--- config.mk ---
export PLATFORM = sky130hd
export DESIGN_NAME = hazard_fwd_ctrl
export DESIGN_NICKNAME = d
export VERILOG_FILES = /design/src/rtl/hazard_fwd_ctrl.sv
export SDC_FILE = /design/constraint.sdc
export NUM_CORES = 1
export LEC_CHECK = 0
export ABC_AREA = 1
export CAP_MARGIN = 20
export CORE_MARGIN = 5
export CORE_UTILIZATION = 36
export CTS_CLUSTER_DIAMETER = 50
export CTS_CLUSTER_SIZE = 14
export DETAILED_ROUTE_END_ITERATION = 7
export HOLD_SLACK_MARGIN = 0.08
export PLACE_DENSITY = 0.8
export SLEW_MARGIN = 25
export SYNTH_ARGS = -nofsm -noshare
export SYNTH_HDL_FRONTEND = slang
export SYNTH_SLANG_ARGS = --single-unit
export TNS_END_PERCENT = 50
--- constraint.sdc ---
create_clock -name clk -period 1.3 [get_ports clk]
set_input_delay 0.195 -clock clk [delete_from_list [all_inputs] [get_ports clk]]
set_output_delay 0.195 -clock clk [all_outputs]
set_load 0.05 [all_outputs]
--- src/rtl/hazard_fwd_ctrl.sv ---
// Operand forwarding selects, load-use hazard detection and a load-latency stall FSM.
// Optional saturating stall-cycle counter is built only when HAZ_STALL_CNT_EN is defined.
module hazard_fwd_ctrl #(
   parameter int REG_AW   = 5,
   parameter int LOAD_LAT = 1,
   parameter int CNT_W    = 16
) (
   input  logic              clk,
   input  logic              rst_n,
   input  logic [REG_AW-1:0] ifid_rs,
   input  logic [REG_AW-1:0] ifid_rt,
   input  logic              ifid_use_rt,
   input  logic [REG_AW-1:0] idex_rs,
   input  logic [REG_AW-1:0] idex_rt,
   input  logic              idex_memread,
   input  logic              exmem_regwrite,
   input  logic [REG_AW-1:0] exmem_rd,
   input  logic              memwb_regwrite,
   input  logic [REG_AW-1:0] memwb_rd,
   input  logic              flush,
   output logic [1:0]        forward_a,
   output logic [1:0]        forward_b,
   output logic              pc_write,
   output logic              ifid_write,
   output logic              idex_bubble,
   output logic [CNT_W-1:0]  stall_count
);

   typedef enum logic {IDLE, HOLD} state_t;

   state_t     state_q, state_d;
   logic [3:0] cnt_q, cnt_d;
   logic       haz;
   logic       stall;

   // The younger EX/MEM result wins over MEM/WB; register 0 never forwards.
   function automatic logic [1:0] fwd_sel(
      input logic [REG_AW-1:0] src,
      input logic              ex_we,
      input logic [REG_AW-1:0] ex_rd,
      input logic              wb_we,
      input logic [REG_AW-1:0] wb_rd
   );
      logic [1:0] sel;
      sel = 2'b00;
      if (ex_we && (ex_rd != '0) && (ex_rd == src)) begin
         sel = 2'b10;
      end else if (wb_we && (wb_rd != '0) && (wb_rd == src)) begin
         sel = 2'b01;
      end
      return sel;
   endfunction

   assign forward_a = fwd_sel(idex_rs, exmem_regwrite, exmem_rd, memwb_regwrite, memwb_rd);
   assign forward_b = fwd_sel(idex_rt, exmem_regwrite, exmem_rd, memwb_regwrite, memwb_rd);

   assign haz = idex_memread && (idex_rt != '0) &&
                ((idex_rt == ifid_rs) || (ifid_use_rt && (idex_rt == ifid_rt)));

   // Stall is combinational so the detection cycle itself counts toward LOAD_LAT.
   assign stall       = !flush && ((state_q == HOLD) || haz);
   assign pc_write    = !stall;
   assign ifid_write  = !stall;
   assign idex_bubble = stall;

   always_comb begin
      state_d = state_q;
      cnt_d   = cnt_q;
      if (flush) begin
         state_d = IDLE;
         cnt_d   = 4'd0;
      end else if (state_q == HOLD) begin
         cnt_d = cnt_q - 4'd1;
         if (cnt_q == 4'd1) begin
            state_d = IDLE;
         end
      end else if (haz && (LOAD_LAT > 1)) begin
         state_d = HOLD;
         cnt_d   = 4'(LOAD_LAT - 1);
      end
   end

   always_ff @(posedge clk or negedge rst_n) begin
      if (!rst_n) begin
         state_q <= IDLE;
         cnt_q   <= 4'd0;
      end else begin
         state_q <= state_d;
         cnt_q   <= cnt_d;
      end
   end

`ifdef HAZ_STALL_CNT_EN
   logic [CNT_W-1:0] stall_count_q, stall_count_d;

   always_comb begin
      stall_count_d = stall_count_q;
      if (stall && (stall_count_q != '1)) begin
         stall_count_d = stall_count_q + CNT_W'(1);
      end
   end

   always_ff @(posedge clk or negedge rst_n) begin
      if (!rst_n) begin
         stall_count_q <= '0;
      end else begin
         stall_count_q <= stall_count_d;
      end
   end

   assign stall_count = stall_count_q;
`else
   assign stall_count = '0;
`endif

endmodule

==> results of run 1 <==
kinds of logic after synthesis:
family	count (synthesis)	share of synthesized area
AOI/OAI and AO/OA	10	0.05938
xor gates and xnor gates	21	0.2065
adders and majority gates	2	0.02699
buffers and inverters	41	0.2510
DFF	5	0.1350
other	1	0.004045
and+or+nand+nor	68	0.3171
per-stage QoR:
| stage | area [um^2] | setup WS [ps] | TNS (ps) | hold slack [ps] |
|---|---|---|---|---|
| 2_1_floorplan | 1049 | -174.3 | -442.4 | -100.6 |
| 3_3_place_gp | 1494 | -492.5 | -3326 | 418.7 |
| 3_5_place_dp | 1494 | -530.1 | -3538 | 419.9 |
| 4_1_cts | 1529 | -45.47 | -116.3 | 166.2 |
| 5_1_grt | 1688 | -90.34 | -241.6 | 160.5 |
| 6_report | 1688 | -29.09 | -29.09 | 166.9 |
critical path, delay by kind of cell:
kind,cells,cell delay (ps)
and+or+nand+nor,3,380
buffers and inverters,3,370
xor gates and xnor gates,1,180
synthesized netlist by cell type, drive strengths merged:
cell type / count
xor2: 6
nand2: 39
nor2: 18
inv: 21
nand4: 2
a21oi: 3
xnor2: 15
dfrtp: 5
a31oi: 1
o21ai: 6
nand3b: 1
conb: 1
ha: 2
nor3: 3
buf: 20
nand3: 5
layer usage:
layer / up-vias / part of all wire / GRT usage
met5: - / 0 / 0
met4: 0 / 0.019 / 0.04644
met3: 8 / 0.040 / 0.01489
met2: 31 / 0.56 / 0.2748
met1: 441 / 0.38 / 0.1624
li1: 517 / - / -
where the power goes:
group	internal, mW	switching [mW]
Clock	0.116	0.0563
Sequential	0.156	0.00000000000000330
Combinational	0.234	0.308
layout make-up:
cell class | count | area (um^2) | share of cell area
multi-input cells | 117 | 869.6 | 0.5152
repair buffers | 52 | 548.0 | 0.3247
flip-flops and latches | 5 | 125.1 | 0.07413
inverters | 21 | 81.33 | 0.04818
well taps | 30 | 37.54 | 0.02224
clock buffers | 4 | 26.28 | 0.01557
registers in the layout, indices dropped and copies added (netlist names):
| signal | count |
|---|---|
| state_q | 1 |
| cnt_q | 4 |
how the worst max path moves through the flow:
stage                              end  slack [ps]  cells past startpoint
after floorplan           forward_b[0]        -170                      5
after CTS                 forward_b[0]         -50                      7
after global routing      forward_b[0]         -90                      7
final                     forward_b[0]         -30                      7
after detailed placement  forward_b[0]        -530                      6
after global placement     idex_bubble        -490                     10
repair_timing:
| item | in CTS | in global routing |
|---|---|---|
| resized for setup | 131 | 70 |
| hold buffers | 0 | 0 |
| buffers inserted | 1 | 1 |
| endpoints found under the setup margin | 7 | 7 |
| pin swaps | 40 | 35 |
==> out/qor.csv, run 1 <==
metric;value;unit
htree_levels;1;
r2r_end;cnt_q[2]$_DFFE_PN0P_;
fin_ws;-29.09;ps
portBuffers;43;
cpMaxStageDelayCell;nor3_4;
critPathLaunchType;input port;
clock.fmax;752.4;MHz
die_y;60.75;um
end_kind;output pin;
slowest_delay;220;ps
route.detailed.drc;0;
placed_cells;224;
post-synth-top-area-fraction;0.1579;
ys_types;21;
final_cell_mix;nand2_1 (30), conb_1 (16), inv_1 (14);
antenna_left;0;
gr-total-overflow;0;
vdd_ir_drop_max;0.6002;mV
failed_checks;negative setup slack;
crit_arrival;1130;ps
crit_fanout;3;
root_buffer;clkbuf_4;
leakage;0.8515;nW
rr_startpoint;cnt_q[0]$_DFFE_PN0P_;
path_cells;buf_6 > buf_6 > xnor2_2 > nand2_2 > nor3_4 > nor2_4 > buf_12;
drt_iter0_markers;26;
fin_util;0.6813;
place_hpwl;2.172;mm
worstPathRequired;1110;ps
cts_tree;yes;
dr.pass1.iters;4;
finalCriticalPeriod;1329;ps
clock_latency;240;ps
grt_max_degree;7;
gp_congestion;0.8005;
reg2reg_depth;5;
critical_path_class;in -> out;
netlist_instances;148;
synth-seq-cells;5;
regToRegSetupSlack;300;ps
hold_viol;0;
grt.total_usage;0.1430;
skew;2.860;ps
path_clk_slew;40;ps
final_common_cell;nand2_1;
path_common_cell;buf_6;
num_rows;18;
finalPower;0.8699;mW
yosysSeqAreaShare;0.1350;
io_pins;60;
avgSynthCellArea;6.264;um^2
post_route_cells_drive_above_1_share;0.4724;
start_util;0.3742;
power_density;515.4;mW/mm^2
grt_pass1_wl;3.870;mm
hold_path.class;in -> async;
fp.coreArea;0.002477;mm^2
antenna_found_initial;0;
final_cells;229;
cts_buffers;3;
yosys_warnings;0;
grt_pass1_vias;871;
slew_violations;0;
die_area;0.003691;mm^2
outcome;finished with violations;
fin_nets;239;
wl_per_cell;13.31;um
cts_max_path_buffers;2;
synth_area;927.1;um^2
yosysTopAreaCell;nand2_1;
clkSinkCount;5;
syn2layout_area_growth;82.05;%
fill_cells;206;
vias_per_cell;4.354;
cp-startpoint;idex_rt[3];
finalCritPeriodShare;1.022;
diodes;0;
vias;997;
chipWidth;60.75;um
drt-total-wl;3.047;mm
synth_area_leaders;nand2_1 (16%), buf_4 (15%), dfrtp_1 (13%);
cap_violations;0;
setup-violations-final;1;
grt_setup_unrepaired;true;
(Power assumes the default switching activity.)
==> inputs of run 2 (changes only) <==
--- a/config.mk
+++ b/config.mk
@@ -14,7 +14,6 @@
 export DETAILED_ROUTE_END_ITERATION = 7
 export HOLD_SLACK_MARGIN = 0.08
 export PLACE_DENSITY = 0.8
-export SLEW_MARGIN = 25
 export SYNTH_ARGS = -nofsm -noshare
 export SYNTH_HDL_FRONTEND = slang
 export SYNTH_SLANG_ARGS = --single-unit
==> results of run 2 <==
Final layout, timing and power as in run 1 (identical DEF).
